===== src/rtl/tdiv_pkg.sv =====
// Shared definitions for the trigger/divider bank.
//   mode_e      : per-channel mode encoding (T-trigger / divider)
//   *_MIN/_MAX  : legal ranges for the channel count and divisor width
//   sel_width() : width of the channel-select field, never below 1 bit
package tdiv_pkg;

  typedef enum logic {
    MODE_T   = 1'b0,
    MODE_DIV = 1'b1
  } mode_e;

  localparam int NCH_MIN = 1;
  localparam int NCH_MAX = 16;
  localparam int W_MIN   = 2;
  localparam int W_MAX   = 16;

  function automatic int sel_width(input int nch);
    return (nch > 1) ? $clog2(nch) : 1;
  endfunction

endpackage


===== src/rtl/tdiv_bank_if.sv =====
// Control/status bundle for tdiv_bank.
//   en, mode, t      : per-channel enable, mode select, toggle request
//   div_wr, div_sel,
//   div_data         : divisor write strobe, channel index, value
//   q, tick          : per-channel registered output and change pulse
// master = controller side, slave = tdiv_bank side.
interface tdiv_bank_if #(
  parameter int NCH = 4,
  parameter int W   = 8
);
  import tdiv_pkg::*;

  localparam int SW = sel_width(NCH);

  logic [NCH-1:0] en;
  logic [NCH-1:0] mode;
  logic [NCH-1:0] t;
  logic           div_wr;
  logic [SW-1:0]  div_sel;
  logic [W-1:0]   div_data;
  logic [NCH-1:0] q;
  logic [NCH-1:0] tick;

  modport master (
    output en, mode, t, div_wr, div_sel, div_data,
    input  q, tick
  );

  modport slave (
    input  en, mode, t, div_wr, div_sel, div_data,
    output q, tick
  );

endinterface


===== src/rtl/tdiv_chan.sv =====
// One trigger channel: T flip-flop or programmable divide-by-2*(div+1).
//   clk, rst_n : clock, asynchronous active-low reset
//   en         : 0 freezes counter and q
//   mode       : 0 = T-trigger, 1 = divider
//   t          : toggle request (T-trigger mode)
//   wr         : load wr_data into the divisor and restart the count
//   q, tick    : registered output and one-cycle pulse when q changed
module tdiv_chan
  import tdiv_pkg::*;
#(
  parameter int             W        = 8,
  parameter logic [W-1:0]   DIV_INIT = '0
) (
  input  logic         clk,
  input  logic         rst_n,
  input  logic         en,
  input  logic         mode,
  input  logic         t,
  input  logic         wr,
  input  logic [W-1:0] wr_data,
  output logic         q,
  output logic         tick
);

  logic [W-1:0] cnt_reg;
  logic [W-1:0] div_reg;
  logic         q_reg;
  logic         tick_reg;
  logic         mode_prev_reg;

  // Priority: divisor write, then mode change, then normal counting.
  // Both restart events clear the counter and suppress any toggle.
  always_ff @(posedge clk or negedge rst_n) begin
    if (!rst_n) begin
      cnt_reg       <= '0;
      div_reg       <= DIV_INIT;
      q_reg         <= 1'b0;
      tick_reg      <= 1'b0;
      mode_prev_reg <= MODE_T;
    end else begin
      mode_prev_reg <= mode;
      tick_reg      <= 1'b0;
      if (wr) begin
        div_reg <= wr_data;
        cnt_reg <= '0;
      end else if (mode != mode_prev_reg) begin
        cnt_reg <= '0;
      end else if (en) begin
        if (mode == MODE_T) begin
          cnt_reg <= '0;
          if (t) begin
            q_reg    <= ~q_reg;
            tick_reg <= 1'b1;
          end
        end else if (cnt_reg == div_reg) begin
          cnt_reg  <= '0;
          q_reg    <= ~q_reg;
          tick_reg <= 1'b1;
        end else begin
          cnt_reg <= cnt_reg + W'(1);
        end
      end
    end
  end

  assign q    = q_reg;
  assign tick = tick_reg;

endmodule


===== src/rtl/tdiv_bank.sv =====
// Bank of NCH independent T-trigger / clock-divider channels.
//   clk, rst_n : clock, asynchronous active-low reset
//   bus        : tdiv_bank_if slave (controls in, q/tick out)
// A divisor write addresses one channel; an out-of-range div_sel
// matches no channel and is silently dropped.
module tdiv_bank
  import tdiv_pkg::*;
#(
  parameter int NCH      = 4,
  parameter int W        = 8,
  parameter int DIV_INIT = 0
) (
  input  logic        clk,
  input  logic        rst_n,
  tdiv_bank_if.slave  bus
);

  localparam int SW = sel_width(NCH);

  logic [NCH-1:0] wr_w;
  logic [NCH-1:0] q_w;
  logic [NCH-1:0] tick_w;

  generate
    for (genvar gi = 0; gi < NCH; gi++) begin : g_chan
      assign wr_w[gi] = bus.div_wr && (bus.div_sel == SW'(gi));

      tdiv_chan #(
        .W        (W),
        .DIV_INIT (W'(DIV_INIT))
      ) u_chan (
        .clk     (clk),
        .rst_n   (rst_n),
        .en      (bus.en[gi]),
        .mode    (bus.mode[gi]),
        .t       (bus.t[gi]),
        .wr      (wr_w[gi]),
        .wr_data (bus.div_data),
        .q       (q_w[gi]),
        .tick    (tick_w[gi])
      );
    end
  endgenerate

  assign bus.q    = q_w;
  assign bus.tick = tick_w;

endmodule

===== src/flat_wrapper.sv =====
// flat-port wrapper written by rule: the top's interface ports become plain ports
module tdiv_bank_flat import tdiv_pkg::*;
#(
  parameter int NCH      = 4,
  parameter int W        = 8,
  parameter int DIV_INIT = 0
)
  (clk, rst_n, bus_en, bus_mode, bus_t, bus_div_wr, bus_div_sel, bus_div_data, bus_q, bus_tick);
  tdiv_bank_if #(.NCH(NCH), .W(W)) bus_i ();
  input  logic clk;
  input  logic rst_n;
  input wire logic [$bits(bus_i.en)-1:0] bus_en;
  input wire logic [$bits(bus_i.mode)-1:0] bus_mode;
  input wire logic [$bits(bus_i.t)-1:0] bus_t;
  input wire logic [$bits(bus_i.div_wr)-1:0] bus_div_wr;
  input wire logic [$bits(bus_i.div_sel)-1:0] bus_div_sel;
  input wire logic [$bits(bus_i.div_data)-1:0] bus_div_data;
  output wire logic [$bits(bus_i.q)-1:0] bus_q;
  output wire logic [$bits(bus_i.tick)-1:0] bus_tick;
  assign bus_i.en = bus_en;
  assign bus_i.mode = bus_mode;
  assign bus_i.t = bus_t;
  assign bus_i.div_wr = bus_div_wr;
  assign bus_i.div_sel = bus_div_sel;
  assign bus_i.div_data = bus_div_data;
  assign bus_q = bus_i.q;
  assign bus_tick = bus_i.tick;
  tdiv_bank #(.NCH(NCH), .W(W), .DIV_INIT(DIV_INIT)) u_core (.clk(clk), .rst_n(rst_n), .bus(bus_i));
endmodule

===== config.mk =====
export PLATFORM = sky130hd
export DESIGN_NAME = tdiv_bank_flat
export DESIGN_NICKNAME = d
export VERILOG_FILES = /design/src/rtl/tdiv_pkg.sv /design/src/rtl/tdiv_bank_if.sv /design/src/rtl/tdiv_chan.sv /design/src/rtl/tdiv_bank.sv /design/src/flat_wrapper.sv
export SDC_FILE = /design/constraint.sdc
export NUM_CORES = 1
export LEC_CHECK = 0
export ABC_AREA = 1
export BUFFER_PORTS_ARGS = -buffer_cell sky130_fd_sc_hd__buf_2
export CORE_AREA = 2 2 99 101
export CTS_CLUSTER_SIZE = 28
export DETAILED_ROUTE_END_ITERATION = 12
export DIE_AREA = 0 0 101 103
export GPL_TIMING_DRIVEN = 0
export PLACE_DENSITY = 0.72
export SLEW_MARGIN = 20
export SYNTH_ARGS = -nofsm -noshare
export SYNTH_HDL_FRONTEND = slang
export SYNTH_HIERARCHICAL = 1
export SYNTH_SLANG_ARGS = --single-unit

===== constraint.sdc =====
create_clock -name clk -period 3.82 [get_ports clk]
set_input_delay 0.764 -clock clk [delete_from_list [all_inputs] [get_ports clk]]
set_output_delay 0.764 -clock clk [all_outputs]
set_load 0.03 [all_outputs]

==> results of run 1 <==
## metrics by stage
step	utilization [%]	cell area [um^2]
final	49.1	4640
after CTS	49.1	4640
after global routing	49.1	4640
after floorplan	-	4100
after detailed placement	46.9	4430
after global placement	46.5	4400
## power breakdown
part / internal, mW / switching [mW] / total (mW)
registers: 0.882 / 0.0539 / 0.936
logic: 0.130 / 0.197 / 0.327
clock network: 0.365 / 0.300 / 0.665
total: 1.38 / 0.551 / 1.93
## final cells by class
class	instances	area (um^2)
Multi-Input combinational cell	322	1770
Buffer	12	105
Inverter	82	318
Fill cell	903	4820
Timing Repair Buffer	33	190
Tap cell	114	143
Clock buffer	9	124
Sequential cell	76	1900
Clock inverter	6	87.6
## path summary, 6_finish.rpt
| path | endpoint | slack (ns) |
|---|---|---|
| worst max-delay path | u_core/g_chan[3].u_chan/cnt_reg[3] | 2.04 |
| worst min-delay path | u_core/g_chan[1].u_chan/tick | 0.35 |
| max in group asynchronous | u_core/g_chan[0].u_chan/cnt_reg[7] | 2.89 |
| min in group clk | u_core/g_chan[0].u_chan/q | 0.50 |
| worst min register to register | u_core/g_chan[0].u_chan/q | 0.50 |
| worst max register to register | u_core/g_chan[0].u_chan/cnt_reg[6] | 2.31 |
## logic make-up (layout without fill, tap and decap cells)
group	count (synthesis)	after routing	synth area share [%]
mux	12	12	3.30
buf+inv	94	142	10.3
flops	76	76	46.4
simple gates	210	210	23.0
compound gates	76	76	11.5
fa+ha+maj	4	4	1.22
xor+xnor	20	20	4.27
## routing by layer
| metal | vias up | share of wire (%) |
|---|---|---|
| li1 | 1648 | - |
| met5 | - | 0 |
| met3 | 7 | 2.5 |
| met4 | 0 | 1.3 |
| met1 | 1532 | 47 |
| met2 | 43 | 49 |
## cell usage in the layout, fill, tap and decap left out, types with 9 or more instances in the layout
cell | Yosys | final
clkbuf_8 | 0 | 9
buf_2 | 0 | 31
inv_1 | 70 | 70
o21ai_0 | 20 | 20
a21oi_1 | 20 | 20
a21oi_2 | 16 | 16
nand3_1 | 12 | 12
nand2_1 | 130 | 130
dfrtp_1 | 76 | 76
o22ai_1 | 12 | 12
xnor2_1 | 12 | 12
nand4_1 | 20 | 20
mux2_2 | 12 | 12
nor2_1 | 24 | 24
==> impl_table.tex, run 1 <==
\begin{tabular}{lr}
\hline
Metric & Value \\
\hline
\multicolumn{2}{l}{\textbf{Outcome}} \\
\quad Run status & finished clean \\
\multicolumn{2}{l}{\textbf{Synth}} \\
\quad Syn Nets & roughly 520 \\
\quad Number of warnings issued by yosys & 6 \\
\quad Flip-flop and latch count after synthesis & 76 \\
\quad Proportion of netlist area held by the largest area contributor & 46.4\% \\
\quad Dominant register cell in the synthesized netlist & dfrtp\_1 \\
\quad Fraction of registers with async set/reset & between 90\% and 100\% \\
\quad Post-synthesis sequential area ratio & 46.4\% \\
\quad Mean instance size in the synthesized netlist & roughly 8.3 um\^{}2 \\
\quad Most frequent cells after synthesis & 130 x nand2\_1, 76 x dfrtp\_1, 70 x inv\_1 \\
\quad Synth cell types & 24 \\
\quad Synth Instances & around 490 \\
\quad Cell types with the largest area share after synthesis & dfrtp\_1 46\%, nand2\_1 12\%, inv\_1 6.4\% \\
\quad Most frequently used cell type in the post-synthesis netlist & nand2\_1 \\
\quad Number of enable flip-flop cells after synthesis & 0 \\
\quad Dominant cell type by area after synthesis & dfrtp\_1 \\
\quad Total standard cell area after synthesis & between 4000 and 5000 um\^{}2 \\
\multicolumn{2}{l}{\textbf{GRT}} \\
\quad Met3 global-route usage & a little over 3\% \\
\quad Pin count of the biggest net entering global routing & 44 \\
\quad Global routing met1 resource utilization & between 20\% and 30\% \\
\quad Number of global-route vias before repair & $\sim$3300 \\
\quad Most used routing layer in global routing & met2 \\
\quad Met2 Usage GRT & around a third \\
\quad Congestion Overflow GR & 0 \\
\quad Global-route wire length before repair & 14500 um \\
\quad Aggregate global-route resource usage & 17.7\% \\
\quad Initial antenna violation count & 0 \\
\multicolumn{2}{l}{\textbf{Setup path}} \\
\quad Crit. path cell count & 10 \\
\quad Worst Reg2Reg Path Length in Cells & 8 \\
\quad Arrival @ worst endpoint & between 2 and 2.5 ns \\
\quad Critical Path, Cell by Cell & buf\_2, nand2\_1, nor2\_1, a21oi\_2, o21ai\_2, inv\_2, nand2\_2, buf\_6, a21oi\_2, a21oi\_1 \\
\quad Critical Path Source & bus\_div\_wr \\
\quad Critical Path Sink Type & flop \\
\quad Number of buffer and inverter instances along the worst setup path & 3 \\
\quad Cell with the largest stage delay on the worst path & nor2\_1 \\
\quad Critical path's top delay family & simple AND/OR/NAND/NOR gates \\
\quad Most frequent cell on the critical path & a21oi\_2 \\
\quad CP Max Fanout & 10 \\
\quad Kind of critical path & in -> reg \\
\quad Required arrival time at the worst endpoint & 4.09 ns \\
\quad Critical R2R Launch & u\_core/g\_chan[0].u\_chan/cnt\_reg[0] \\
\quad Slowest Stage Delay on Critical Path & 0.43 ns \\
\quad Startpoint types & input port \\
\multicolumn{2}{l}{\textbf{Placed design}} \\
\quad Final GP Congestion & 0.800 \\
\quad Estimated wirelength of the detail-placed design & roughly 6000 um \\
\quad Count of buffers from port buffering & 32 \\
\quad Number of placed cells counting well taps & roughly 640 \\
\quad Setup WS pre-CTS & 1.69 ns \\
\multicolumn{2}{l}{\textbf{Clock network}} \\
\quad Number of buffers on the longest clock path & 2 \\
\quad Clock Tree Root & clkbuf\_8 \\
\quad H-tree depth reported by CTS & 3 \\
\quad Cells resized by post-CTS repair & 0 \\
\quad Num Clock Sinks & 76 \\
\quad Hold\_buf cts & 0 \\
\quad Number of buffers created by CTS & 9 \\
\quad Worst-skew pair later-pin latency & 0.35 ns \\
\quad Post-CTS Setup Inserts & 0 \\
\quad CTS tree & done \\
\quad Clock transition at the register clock pins on the worst setup and hold paths after CTS & about 0.090 ns \\
\multicolumn{2}{l}{\textbf{STA}} \\
\quad Max Slew Vio Count & 0 \\
\quad Hold slack final & between 0.3 and 0.4 ns \\
\quad FMAX & between 500 and 600 MHz \\
\quad Final hold violation count & 0 \\
\quad Setup-failing EPs final & 0 \\
\quad Worst setup slack after layout & around 2 ns \\
\quad Worst clock skew & about 0.016 ns \\
\quad Transition time of the tightest slew-check pin & around 0.54 ns \\
\quad Final Cycle Share & 46.7\% \\
\quad Final TNS setup & 0 ns \\
\quad Setup repair after global routing missed its margin & no \\
\quad Slew HR & between 60\% and 70\% \\
\quad Min Tclk post-route & about 1.8 ns \\
\multicolumn{2}{l}{\textbf{Hold path}} \\
\quad Path class of the lowest-slack min-delay path & in -> async \\
\multicolumn{2}{l}{\textbf{Route}} \\
\quad Final routed wire length divided by cell count & about 12 um \\
\quad ANT nets after route & 0 \\
\quad Via density per instance & 4.94 \\
\quad Wire length reported by the detailed router & slightly above 8000 um \\
\quad Via Count & approximately 3200 \\
\quad Detailed-router iteration count before antenna repair & 4 \\
\quad DR DRC count & 0 \\
\quad Violation count after the first detailed-routing iteration & 132 \\
\multicolumn{2}{l}{\textbf{Floorplan}} \\
\quad Die Footprint & roughly 10000 um\^{}2 \\
\quad Initial core utilization & a little over two fifths \\
\quad Cell Rows & 36 \\
\quad Horiz. Die Dim & between 100 and 150 um \\
\quad Height of the die & approximately 100 um \\
\quad Floorplan Core Area & around 9500 um\^{}2 \\
\quad Top-level port count & 33 \\
\multicolumn{2}{l}{\textbf{Layout}} \\
\quad Fraction of final layout cells sized beyond drive strength 1 & between 20\% and 30\% \\
\quad Antenna Cells & 0 \\
\quad Count of placed standard cells in the final layout, fillers left out & $\sim$650 \\
\quad Final layout net count & between 500 and 600 \\
\quad Relative area change from synthesis to final layout & 13.3\% \\
\multicolumn{2}{l}{\textbf{Pwr}} \\
\quad IR drop worst, VDD & approximately 0.00022 V \\
\quad Leak & roughly 2.2 nW \\
\quad Power density cells & between 400 and 500 nW/um\^{}2 \\
\quad Overall power consumption & a little under 2 mW \\
\multicolumn{2}{l}{\textbf{Job}} \\
\quad Reported max-cap violation count & 0 \\
\hline
\end{tabular}
Power figures use the tool's default switching activity.
==> run 2: changes to the inputs <==
==> constraint.sdc (replaced) <==
create_clock -name clk -period 1.79 [get_ports clk]
set_input_delay 0.358 -clock clk [delete_from_list [all_inputs] [get_ports clk]]
set_output_delay 0.358 -clock clk [all_outputs]
set_load 0.03 [all_outputs]
==> impl_table.tex, run 2 (synthesis gave the netlist of run 1 again) <==
\begin{tabular}{lr}
\hline
Metric & Value \\
\hline
\multicolumn{2}{l}{\textbf{Hold path}} \\
\quad Path class of the lowest-slack min-delay path & in -> reg \\
\quad Worst-case hold path end point & u\_core/g\_chan[1].u\_chan/mode\_prev\_reg \\
\quad Beginning of the worst hold path & bus\_mode[1] \\
\quad Worst hold path stage count & 1 \\
\multicolumn{2}{l}{\textbf{Layout}} \\
\quad Leading cell type in the layout, fill and taps excluded & nand2\_1 \\
\quad Top library cells by usage in the layout, fill and taps aside & 130 x nand2\_1, 76 x dfrtp\_1, 70 x inv\_1 \\
\quad Fraction of final layout cells sized beyond drive strength 1 & between 20\% and 30\% \\
\quad Relative area change from synthesis to final layout & 13.5\% \\
\quad Final core area utilization & 49.2\% \\
\quad Final layout net count & 566 \\
\quad Antenna Cells & 0 \\
\multicolumn{2}{l}{\textbf{Clock network}} \\
\quad Hold\_buf cts & 1 \\
\quad H-tree depth reported by CTS & 3 \\
\quad Worst-skew pair later-pin latency & 0.35 ns \\
\quad Clock transition at the register clock pins on the worst setup and hold paths after CTS & 0.09 ns \\
\quad Clock Tree Root & clkbuf\_8 \\
\quad Number of buffers on the longest clock path & 2 \\
\quad Num Clock Sinks & 76 \\
\quad CTS tree & done \\
\quad Number of buffers created by CTS & 9 \\
\quad Cells resized by post-CTS repair & 0 \\
\quad Post-CTS Setup Inserts & 0 \\
\multicolumn{2}{l}{\textbf{GRT}} \\
\quad Global-route wire length before repair & about 14000 um \\
\quad Aggregate global-route resource usage & approximately 18\% \\
\quad Pin count of the biggest net entering global routing & 44 \\
\quad Congestion Overflow GR & 0 \\
\quad Number of global-route vias before repair & approximately 3300 \\
\quad Initial antenna violation count & 0 \\
\multicolumn{2}{l}{\textbf{Job}} \\
\quad Reported max-cap violation count & 0 \\
\multicolumn{2}{l}{\textbf{Setup path}} \\
\quad Critical Path Sink Type & flop \\
\quad Startpoint types & flop \\
\quad Required arrival time at the worst endpoint & 2.03 ns \\
\quad Kind of critical path & reg -> reg \\
\quad Arrival @ worst endpoint & between 1.5 and 2 ns \\
\quad Worst R2R End & u\_core/g\_chan[1].u\_chan/cnt\_reg[6] \\
\quad CP Max Fanout & 6 \\
\quad Worst reg-to-reg setup slack & roughly 0.28 ns \\
\quad Critical R2R Launch & u\_core/g\_chan[1].u\_chan/cnt\_reg[0] \\
\quad Worst Reg2Reg Path Length in Cells & 8 \\
\multicolumn{2}{l}{\textbf{Route}} \\
\quad Via Count & about 3200 \\
\quad DR DRC count & 0 \\
\quad Final routed wire length divided by cell count & roughly 12 um \\
\quad Via density per instance & between 4 and 5 \\
\quad Wire length reported by the detailed router & between 8000 and 9000 um \\
\quad ANT nets after route & 0 \\
\quad Detailed-router iteration count before antenna repair & 4 \\
\quad Violation count after the first detailed-routing iteration & $\sim$120 \\
\multicolumn{2}{l}{\textbf{Pwr}} \\
\quad Overall power consumption & 4.12 mW \\
\quad Net switching share of the total power & 28.6\% \\
\quad Internal power summed over all cells & about 2.9 mW \\
\quad Psw & 1.18 mW \\
\quad Fraction of power consumed by combinational cells & $\sim$17\% \\
\quad Power density cells & between 800 and 900 nW/um\^{}2 \\
\quad Sequential share of power & a little under 50\% \\
\quad IR drop worst, VDD & $\sim$0.00046 V \\
\quad Clock power frac & about a third \\
\quad Leak & around 2.2 nW \\
\multicolumn{2}{l}{\textbf{Floorplan}} \\
\quad Floorplan Core Area & around 9500 um\^{}2 \\
\quad Height of the die & between 100 and 150 um \\
\quad Die Footprint & $\sim$10000 um\^{}2 \\
\quad Initial core utilization & a little over two fifths \\
\quad Top-level port count & 33 \\
\quad Cell Rows & 36 \\
\quad Horiz. Die Dim & around 100 um \\
\multicolumn{2}{l}{\textbf{Placed design}} \\
\quad Estimated wirelength of the detail-placed design & around 6000 um \\
\quad Final GP Congestion & 0.800 \\
\quad Count of buffers from port buffering & 32 \\
\quad Setup WS pre-CTS & between 0.06 and 0.07 ns \\
\multicolumn{2}{l}{\textbf{STA}} \\
\quad Slew HR & approximately 64\% \\
\quad Worst setup slack after layout & around 0.28 ns \\
\quad Min Tclk post-route & 1.51 ns \\
\quad Transition time of the tightest slew-check pin & 0.541 ns \\
\quad Setup-failing EPs final & 0 \\
\quad Final Cycle Share & a little over four fifths \\
\quad Worst clock skew & 0.0182 ns \\
\quad FMAX & 664 MHz \\
\quad Setup repair after global routing missed its margin & no \\
\quad Max Slew Vio Count & 0 \\
\quad Final hold violation count & 0 \\
\multicolumn{2}{l}{\textbf{Outcome}} \\
\quad Run status & finished clean \\
\hline
\end{tabular}
-- run 2: cell types whose count changed in the layout (fill, tap and decap cells not counted), sizes merged --
cell and change:
dlygate4sd3 +1
-- run 2: per-layer routing --
metal / GRT usage, % / wire length [um] / vias to the layer above
met5: 0 / 0 / -
met4: 6.24 / 110 / 0
met3: 3.05 / 219 / 7
met2: 31.5 / 4050 / 41
met1: 21.8 / 3790 / 1536
li1: - / - / 1651
-- run 2: worst max path at each step --
stage	start	endpoint	slack, ns	depth (start not counted)
2_1_floorplan	bus_div_sel[0]	u_core/g_chan[0].u_chan/cnt_reg[4]	0.46	10
3_3_place_gp	rst_n	u_core/g_chan[3].u_chan/tick	-0.18	1
3_5_place_dp	bus_div_sel[0]	u_core/g_chan[2].u_chan/cnt_reg[4]	0.07	11
4_1_cts	u_core/g_chan[1].u_chan/cnt_reg[0]	u_core/g_chan[1].u_chan/cnt_reg[6]	0.28	8
5_1_grt	u_core/g_chan[0].u_chan/cnt_reg[0]	u_core/g_chan[0].u_chan/cnt_reg[6]	0.11	8
6_report	u_core/g_chan[1].u_chan/cnt_reg[0]	u_core/g_chan[1].u_chan/cnt_reg[6]	0.28	8
-- run 2: area by class of cell --
class	instances	area [um^2]
Fill cell	902	4810
Sequential cell	76	1900
Multi-Input combinational cell	322	1770
Inverter	82	318
Timing Repair Buffer	34	200
Tap cell	114	143
Clock buffer	9	124
Buffer	12	105
Clock inverter	6	87.6
-- run 2: worst max-delay path, stage by stage (launching register included) --
cell and delay [ns]:
dfrtp_1 0.46, ha_1 0.22, nand2_1 0.08, nor2_1 0.19, nand2_1 0.10, nor2_1 0.13, nand2_1 0.06, nand4_1 0.09
a21oi_1 0.06
-- run 2: power groups by stage --
stage / clock, mW / combinational, mW / sequential, mW
finish: 1.42 / 0.701 / 2.00
global route: 1.55 / 0.801 / 2.02
CTS: 1.46 / 0.707 / 2.00
detailed placement: 0 / 0.704 / 2.03
global placement: 0 / 0.668 / 2.02
floorplan: 0 / 0.460 / 2.05
-- run 2: metrics by stage --
stage               TNS [ns]  instance area, um^2  hold WS, ns  std cells
CTS                        0                 4650        0.113        655
finish                     0                 4650        0.127        655
floorplan                  0                 4100       0.0624        492
global route               0                 4650        0.109        655
global placement      -13.64                 4400        0.470        638
detailed placement         0                 4430        0.345        639
==> run 3: changes to the inputs <==
==> constraint.sdc (replaced) <==
create_clock -name clk -period 1.39 [get_ports clk]
set_input_delay 0.278 -clock clk [delete_from_list [all_inputs] [get_ports clk]]
set_output_delay 0.278 -clock clk [all_outputs]
set_load 0.03 [all_outputs]
==> impl_table.tex, run 3 (synthesis gave the netlist of run 1 again) <==
\begin{tabular}{lr}
\hline
Metric & Value \\
\hline
\multicolumn{2}{l}{\textbf{Pwr}} \\
\quad Fraction of power consumed by combinational cells & between 10\% and 20\% \\
\quad Internal power summed over all cells & around 3.8 mW \\
\quad Sequential share of power & between 40\% and 50\% \\
\quad Net switching share of the total power & between 20\% and 30\% \\
\quad Clock power frac & between 30 and 40\% \\
\quad Power density cells & roughly 1100 nW/um\^{}2 \\
\quad IR drop worst, VDD & $\sim$0.0006 V \\
\quad Psw & $\sim$1.6 mW \\
\quad Leak & roughly 2.4 nW \\
\multicolumn{2}{l}{\textbf{Hold path}} \\
\quad Path class of the lowest-slack min-delay path & in -> reg \\
\quad Beginning of the worst hold path & bus\_mode[1] \\
\multicolumn{2}{l}{\textbf{STA}} \\
\quad Setup repair after global routing missed its margin & yes \\
\quad Setup-failing EPs final & 2 \\
\quad Slew HR & between 60\% and 70\% \\
\quad Final Cycle Share & 102\% \\
\quad Max Slew Vio Count & 0 \\
\quad Worst setup slack after layout & -0.0256 ns \\
\quad Transition time of the tightest slew-check pin & about 0.5 ns \\
\quad FMAX & between 700 and 800 MHz \\
\quad Worst clock skew & around 0.017 ns \\
\quad Min Tclk post-route & about 1.4 ns \\
\quad Final hold violation count & 0 \\
\multicolumn{2}{l}{\textbf{Setup path}} \\
\quad Critical Path, Cell by Cell & buf\_6, inv\_2, nand2\_1, nand2\_1, nand2\_1, nor2\_2, nand2\_4, nand2\_2, nand3\_2, nand2\_1, nand2\_1 \\
\quad Required arrival time at the worst endpoint & 1.64 ns \\
\quad Kind of critical path & reg -> reg \\
\quad Arrival @ worst endpoint & between 1.5 and 2 ns \\
\quad Critical Path Source & u\_core/g\_chan[1].u\_chan/cnt\_reg[1] \\
\quad CP Max Fanout & 6 \\
\quad Number of buffer and inverter instances along the worst setup path & 2 \\
\quad Cell with the largest stage delay on the worst path & dfrtp\_1 \\
\quad Critical Path Sink Type & flop \\
\quad Slowest Stage Delay on Critical Path & around 0.42 ns \\
\quad Startpoint types & flop \\
\quad Critical R2R Launch & u\_core/g\_chan[1].u\_chan/cnt\_reg[1] \\
\quad Most frequent cell on the critical path & nand2\_1 \\
\quad Critical path's top delay family & simple AND/OR/NAND/NOR gates \\
\multicolumn{2}{l}{\textbf{Placed design}} \\
\quad Count of buffers from port buffering & 32 \\
\quad Number of placed cells counting well taps & around 640 \\
\quad Estimated wirelength of the detail-placed design & between 6000 and 7000 um \\
\quad Setup WS pre-CTS & -0.254 ns \\
\quad Post-place instance area & approximately 4400 um\^{}2 \\
\quad Final GP Congestion & 0.800 \\
\multicolumn{2}{l}{\textbf{Layout}} \\
\quad Count of placed standard cells in the final layout, fillers left out & about 690 \\
\quad Fill count & 850 \\
\quad Final core area utilization & between 50\% and 60\% \\
\quad Fraction of final layout cells sized beyond drive strength 1 & between 30 and 40\% \\
\quad Leading cell type in the layout, fill and taps excluded & nand2\_1 \\
\quad Final Cell Area & 5050 um\^{}2 \\
\quad Combined area of the multi-input logic cells & about 1900 um\^{}2 \\
\quad Antenna Cells & 0 \\
\quad Total area of sequential cells & 1910 um\^{}2 \\
\quad Relative area change from synthesis to final layout & 23.1\% \\
\quad Final layout net count & around 600 \\
\quad Top library cells by usage in the layout, fill and taps aside & 119 x nand2\_1, 69 x dfrtp\_1, 64 x inv\_1 \\
\multicolumn{2}{l}{\textbf{Clock network}} \\
\quad Clock transition at the register clock pins on the worst setup and hold paths after CTS & roughly 0.090 ns \\
\quad Num Clock Sinks & between 70 and 80 \\
\quad Number of buffers created by CTS & 9 \\
\quad Number of buffers on the longest clock path & 2 \\
\quad CTS tree & done \\
\quad Clock Tree Root & clkbuf\_8 \\
\quad Worst-skew pair later-pin latency & 0.35 ns \\
\quad H-tree depth reported by CTS & 3 \\
\multicolumn{2}{l}{\textbf{GRT}} \\
\quad Congestion Overflow GR & 0 \\
\quad Initial antenna violation count & 0 \\
\quad Pin count of the biggest net entering global routing & between 40 and 50 \\
\quad Aggregate global-route resource usage & $\sim$18\% \\
\quad Number of global-route vias before repair & about 3300 \\
\quad Global-route wire length before repair & between 10000 and 15000 um \\
\multicolumn{2}{l}{\textbf{Route}} \\
\quad Detailed-router iteration count before antenna repair & 4 \\
\quad ANT nets after route & 0 \\
\quad DR DRC count & 0 \\
\quad Via Count & roughly 3400 \\
\quad Final routed wire length divided by cell count & 13.1 um \\
\quad Wire length reported by the detailed router & approximately 9000 um \\
\quad Violation count after the first detailed-routing iteration & between 100 and 150 \\
\quad Via density per instance & 4.99 \\
\multicolumn{2}{l}{\textbf{Floorplan}} \\
\quad Floorplan Core Area & about 9500 um\^{}2 \\
\quad Horiz. Die Dim & 101 um \\
\quad Height of the die & roughly 100 um \\
\quad Die Footprint & between 10000 and 15000 um\^{}2 \\
\quad Cell Rows & 36 \\
\quad Top-level port count & 33 \\
\quad Initial core utilization & between 40 and 50\% \\
\multicolumn{2}{l}{\textbf{Outcome}} \\
\quad Run status & finished, violations left \\
\quad Failing checks & setup timing \\
\multicolumn{2}{l}{\textbf{Job}} \\
\quad Reported max-cap violation count & 0 \\
\hline
\end{tabular}
## run 3: cell count changes in the layout (fill, tap and decap cells not counted), sizes merged
cell / previous run / this run
buf: 41 / 72
## run 3: routing by layer
metal / vias up / part of all wire [%] / global-route usage, %
li1: 1716 / - / -
met1: 1635 / 45 / 21.9
met2: 59 / 50 / 31.8
met3: 14 / 3.3 / 3.05
met4: 0 / 1.9 / 6.24
met5: - / 0 / 0
## run 3: layout make-up
| type | count | area share [%] |
|---|---|---|
| Buffer | 12 | 2.08 |
| Clock inverter | 6 | 1.74 |
| Inverter | 82 | 6.30 |
| Clock buffer | 9 | 2.45 |
| Sequential cell | 76 | 37.9 |
| Tap cell | 114 | 2.83 |
| Timing Repair Buffer | 65 | 8.88 |
| Multi-Input combinational cell | 322 | 37.9 |
## run 3: power by group through the flow
stage                     registers (mW)  logic, mW  clock network, mW
final                               2.57      0.976               1.84
after global routing                2.60       1.11               2.00
after detailed placement            2.61      0.907                  0
after floorplan                     2.64      0.592                  0
after CTS                           2.57      0.931               1.89
after global placement              2.60      0.861                  0
## run 3: metrics by stage
step | power [mW] | hold WS [ns] | TNS (ns)
floorplan | 3.23 | -0.0176 | 0
global placement | 3.46 | 0.410 | -45.39
detailed placement | 3.52 | 0.265 | -8.84
CTS | 5.39 | 0.0329 | -0.000594
global route | 5.71 | 0.0288 | -0.612
finish | 5.38 | 0.0488 | -0.0340
## run 3: worst paths after layout
path                                                    endpoint  slack [ns]  cells past startpoint
max                                    u_core/g_chan[1].u_chan/q       -0.03                     11
min                        u_core/g_chan[1].u_chan/mode_prev_reg        0.05                      1
max reg2reg                            u_core/g_chan[1].u_chan/q       -0.03                     11
min reg2reg                            u_core/g_chan[0].u_chan/q        0.50                      2
max in group asynchronous     u_core/g_chan[0].u_chan/cnt_reg[4]        0.37                      3
min in group asynchronous           u_core/g_chan[1].u_chan/tick        0.41                      2
## run 3: what timing repair did
action                     CTS  global route
hold buffers                 1             0
hold endpoints to repair    33             0
resized for setup            9            52
setup endpoints to repair    4            37
pin swaps                    0            20
buffers inserted             6            25
